`src/rtl/stage_if.sv`:
```
`default_nettype none
// +----------------------------------------------------------------------------+
// | stage_if: RISC-V fetch stage, builds 32-bit words from four byte reads.    |
// | Optional ICACHE_EN adds a 16-entry direct-mapped instruction cache. rev 1.0|
// +----------------------------------------------------------------------------+
module stage_if (
  input  logic        clk,
  input  logic        rst,
  input  logic        stall_i,
  input  logic        branch_flag_i,
  input  logic [31:0] branch_target_i,
  output logic        mem_req_o,
  output logic [31:0] mem_addr_o,
  input  logic        mem_valid_i,
  input  logic [7:0]  mem_data_i,
  output logic        inst_valid_o,
  output logic [31:0] pc_o,
  output logic [31:0] inst_o
);

  localparam logic [2:0] S_F0  = 3'd0;
  localparam logic [2:0] S_F1  = 3'd1;
  localparam logic [2:0] S_F2  = 3'd2;
  localparam logic [2:0] S_F3  = 3'd3;
  localparam logic [2:0] S_OUT = 3'd4;

  logic [2:0]  r_state;
  logic [31:0] r_pc;
  logic [23:0] r_inst;
  logic [31:0] w_tgt;
  logic [31:0] w_pc_nxt;
  logic [31:0] w_word;
  logic [31:0] w_hit_word;
  logic        w_hit;
  logic        w_take;

  assign w_tgt  = branch_target_i & ~32'h3;
  assign w_word = {mem_data_i, r_inst};
  assign w_take = (r_state == S_OUT) && !stall_i;

  // PC of the fetch that starts next edge; also the cache lookup address
  always_comb begin
    w_pc_nxt = r_pc;
    if (branch_flag_i) begin
      w_pc_nxt = w_tgt;
    end else if (w_take) begin
      w_pc_nxt = r_pc + 32'd4;
    end
  end

`ifdef ICACHE_EN
  logic [25:0] r_tag  [16];
  logic [31:0] r_data [16];
  logic [15:0] r_vld;
  logic [3:0]  w_idx;

  assign w_idx      = w_pc_nxt[5:2];
  assign w_hit      = r_vld[w_idx] && (r_tag[w_idx] == w_pc_nxt[31:6]);
  assign w_hit_word = r_data[w_idx];

  always_ff @(posedge clk) begin
    if (rst) begin
      r_vld <= '0;
    end else if (!branch_flag_i && (r_state == S_F3) && mem_req_o && mem_valid_i) begin
      r_vld[r_pc[5:2]]  <= 1'b1;
      r_tag[r_pc[5:2]]  <= r_pc[31:6];
      r_data[r_pc[5:2]] <= w_word;
    end
  end
`else
  assign w_hit      = 1'b0;
  assign w_hit_word = '0;
`endif

  always_ff @(posedge clk) begin
    if (rst) begin
      r_state      <= S_F0;
      r_pc         <= '0;
      r_inst       <= '0;
      mem_req_o    <= 1'b0;
      mem_addr_o   <= '0;
      inst_valid_o <= 1'b0;
      pc_o         <= '0;
      inst_o       <= '0;
    end else if (branch_flag_i || w_take) begin
      // Redirect or consume: start a fresh word, skipping the request on a cache hit
      r_state      <= S_F0;
      r_pc         <= w_pc_nxt;
      inst_valid_o <= 1'b0;
      mem_req_o    <= !w_hit;
      mem_addr_o   <= w_pc_nxt;
    end else if (r_state != S_OUT) begin
      if (!mem_req_o) begin
        if (w_hit) begin
          r_state      <= S_OUT;
          inst_valid_o <= 1'b1;
          pc_o         <= r_pc;
          inst_o       <= w_hit_word;
        end else begin
          mem_req_o  <= 1'b1;
          mem_addr_o <= r_pc;
        end
      end else if (mem_valid_i) begin
        if (r_state == S_F3) begin
          r_state      <= S_OUT;
          mem_req_o    <= 1'b0;
          inst_valid_o <= 1'b1;
          pc_o         <= r_pc;
          inst_o       <= w_word;
        end else begin
          case (r_state[1:0])
            2'd0:    r_inst[7:0]   <= mem_data_i;
            2'd1:    r_inst[15:8]  <= mem_data_i;
            default: r_inst[23:16] <= mem_data_i;
          endcase
          r_state    <= r_state + 3'd1;
          mem_addr_o <= r_pc + {29'd0, r_state + 3'd1};
        end
      end
    end
  end

endmodule
`default_nettype wire

```
`config.mk`:
```
export PLATFORM = sky130hd
export DESIGN_NAME = stage_if
export DESIGN_NICKNAME = d
export VERILOG_FILES = /design/src/rtl/stage_if.sv
export SDC_FILE = /design/constraint.sdc
export NUM_CORES = 1
export LEC_CHECK = 0
export CORE_UTILIZATION = 25
export CTS_CLUSTER_DIAMETER = 100
export DETAILED_ROUTE_END_ITERATION = 12
export PLACE_DENSITY_LB_ADDON = 0.15
export SETUP_SLACK_MARGIN = 0.02
export SYNTH_ARGS = -nofsm -noshare
export SYNTH_HDL_FRONTEND = slang
export SYNTH_SLANG_ARGS = --single-unit
export TNS_END_PERCENT = 30
```
`constraint.sdc`:
```
create_clock -name clk -period 5.5 [get_ports clk]
set_input_delay 0.825 -clock clk [delete_from_list [all_inputs] [get_ports clk]]
set_output_delay 0.825 -clock clk [all_outputs]
set_load 0.05 [all_outputs]
```
==> results.py <==
metrics = {
    "timing": {
        "max_slew.worst_pin.slew_ns": 1.00,
        "setup_viol": 0,
        "hold_viol_final": 0,
        "slew_viol_final": 0,
        "final.setup.tns_ns": 0,
        "clock_skew_ns": 0.0139,
        "setup_ws_ns": 2.24,
        "rsz0062_at_grt": "no",
        "min_period_ns": 3.26,
        "relSlewSlack_pct": 33.0,
        "fin_crit_sh_pct": 59.3,
        "fmax_mhz": 307,
    },
    "synth": {
        "synth_seq_cells": 157,
        "ys_warn_count": 0,
        "yosys.area.top_type": "dfxtp_1",
        "syn-cell-area_mm2": 0.00767,
        "syn_area_per_cell_um2": 8.04,
        "syn_inst": 955,
        "ys_seq_area_share_pct": 41.0,
        "synthDistinctLibCells": 77,
        "synth_edf_count": 0,
        "ys_async_sr_fraction_pct": 0,
        "synth_nets": 1009,
        "synth_ff_type": "dfxtp_1",
        "synth_area_leaders": "dfxtp_1, nand2_1, a21oi_1",
        "synth_top_area_share_pct": 41.0,
    },
    "floorplanning": {
        "initial_core_util_pct": 25.6,
        "die_x_um": 177,
        "ios": 143,
        "core_area_mm2": 0.0300,
        "die-area_mm2": 0.0314,
        "die_h_um": 177,
        "rows": 63,
    },
    "final_layout": {
        "area_delta_synth_final_pct": 28.7,
        "final_nets": 1090,
        "final_cell_area_mm2": 0.00988,
        "multi_input_area_mm2": 0.00410,
        "fillCellCount": 3240,
        "n_antenna_cell": 0,
        "final_cells": 1439,
        "drive_gt1_share_pct": 6.96,
        "final-seq-area_mm2": 0.00314,
    },
    "placement": {
        "hpwl_mm": 18.3,
        "placed_cells": 1407,
        "gp_congestion": 0.806,
        "dpl_cell_area_mm2": 0.00927,
        "io_buffers": 140,
        "place_ws_ns": 1.94,
    },
    "routing": {
        "via_per_inst": 5.09,
        "drt-total-wl_mm": 26.9,
        "route.detailed.drc": 0,
        "drt_pass1_iterations": 5,
        "drt_iter0_markers": 537,
        "ant_nets": 0,
        "num_vias": 7320,
        "routedWlPerCell_um": 18.7,
    },
    "clock_tree": {
        "path_clk_slew_ns": 0.06,
        "h-tree-depth": 4,
        "cts_tree": "done",
        "clk_path_buf_depth": 2,
        "numCtsBuffers": 17,
        "cts-root-buf": "clkbuf_16",
        "post_cts_resized": 0,
        "cts_hold_buf": 0,
        "clkSinkCount": 157,
        "clkLatencyLatePin_ns": 0.44,
        "post_cts_buffers": 0,
    },
    "critical_path": {
        "critPathKind": "reg2reg",
        "cp_max_fo": 9,
        "arrival_ns": 3.62,
        "cp.required_ns": 5.86,
        "critPathLaunchType": "flop",
        "endpoint_kind": "flop",
    },
    "global_routing": {
        "grt_pass1_vias": 7174,
        "grt_pass1_wl_mm": 42.0,
        "grt.total_usage_pct": 17.5,
        "grt_max_degree": 65,
        "antenna_found_initial": 3,
        "overflow": 0,
    },
    "power_and_ir_drop": {
        "p_leak_uw": 0.00327,
        "power_uw": 2770,
        "ir_drop_mv": 0.164,
        "p_per_area_mw_per_mm2": 281,
    },
    "run": {
        "cap_violations": 0,
    },
    "status": {
        "run_status": "finished clean",
    },
    "min_path": {
        "min_path_type": "reg2reg",
    },
}
[path summary, 6_finish.rpt]
path	end	depth (start not counted)	slack [ns]	start
worst max register to register	mem_addr_o[23]	9	2.24	r_state[2]
worst max-delay path	mem_addr_o[23]	9	2.24	r_state[2]
worst min-delay path	inst_o[15]	2	0.45	r_inst[15]
worst min register to register	inst_o[15]	2	0.45	r_inst[15]
[metal layers]
layer | share of wire, % | vias to the layer above | track usage, %
met5 | 0.13 | - | 0
met1 | 46 | 3496 | 22.9
li1 | - | 3572 | -
met3 | 6.4 | 39 | 4.66
met2 | 45 | 207 | 27.4
met4 | 2.2 | 6 | 6.00
[cells in the final DEF (no fill, tap or decap), drive strengths merged, types with 8 or more instances in the layout]
cell type and instances:
a211oi 28, nand2 191, o31ai 10, ha 8, a21oi 106, and3 8
inv 21, nor4 14, o21ai 21, a22oi 11, and4 10, mux2i 27
clkdlybuf4s50 138, or4 8, nand4 16, nor3 28, xnor2 16, nand3 23
dfxtp 157, clkbuf 18, buf 14, nor2 70
[cells by family after synthesis]
| logic type | synth area share, % |
|---|---|
| flip-flops | 41.0 |
| XOR/XNOR | 2.51 |
| multiplexers | 3.82 |
| adder cells (fa/ha/maj) | 1.57 |
| buffers and inverters | 5.71 |
| AND/OR/NAND/NOR | 24.7 |
| AO/OA/AOI/OAI | 20.7 |
[Yosys cell counts (4+ instances only)]
| cell | n |
|---|---|
| a211o_1 | 4 |
| a211oi_1 | 26 |
| a21boi_0 | 5 |
| a21oi_1 | 106 |
| a22oi_1 | 11 |
| and3_1 | 8 |
| and4_1 | 10 |
| buf_2 | 26 |
| clkbuf_1 | 60 |
| dfxtp_1 | 157 |
| ha_1 | 8 |
| inv_1 | 13 |
| mux2i_1 | 27 |
| nand2_1 | 191 |
| nand3_1 | 23 |
| nand4_1 | 13 |
| nor2_1 | 69 |
| nor3_1 | 26 |
| nor4_1 | 12 |
| o2111ai_1 | 4 |
| o211ai_1 | 5 |
| o21a_1 | 6 |
| o21ai_0 | 21 |
| o31a_1 | 4 |
| o31ai_1 | 10 |
| or3_1 | 7 |
| or4_1 | 5 |
| xnor2_1 | 16 |
| xor2_1 | 6 |
[where the power goes]
| part | internal (µW) | switching [µW] |
|---|---|---|
| sequential | 1170 | 53.1 |
| combinational | 113 | 184 |
| clock | 699 | 556 |
| total | 1980 | 793 |
[per-stage QoR]
step	utilization [%]	hold slack, ns
2_1_floorplan	-	0.431
3_5_place_dp	30.9	0.447
4_1_cts	33.0	0.454
3_3_place_gp	30.9	0.443
6_report	33.0	0.452
5_1_grt	33.0	0.474
[flip-flops by register name (all words and copies together), names as in the netlist]
| register | cells |
|---|---|
| mem_req_o | 1 |
| mem_addr_o | 32 |
| r_pc | 32 |
| inst_o | 32 |
| r_state | 3 |
| pc_o | 32 |
| inst_valid_o | 1 |
| r_inst | 24 |
[worst max-delay path, cell delays in order (launching register included)]
cell,delay [ns]
dfxtp_1,0.53
inv_1,0.08
ha_1,0.34
inv_1,0.05
ha_1,0.28
a211oi_1,0.64
or4_1,0.44
nor2_1,0.09
o311ai_0,0.55
o2bb2ai_1,0.18
[layout make-up]
class / count / share of cell area (%)
flip-flops and latches: 157 / 31.8
well taps: 390 / 4.94
multi-input cells: 694 / 41.5
inverters: 14 / 0.532
repair buffers: 152 / 15.0
clock inverters: 14 / 1.74
clock buffers: 18 / 4.45
Note: power is estimated with default switching activity, not from simulation.
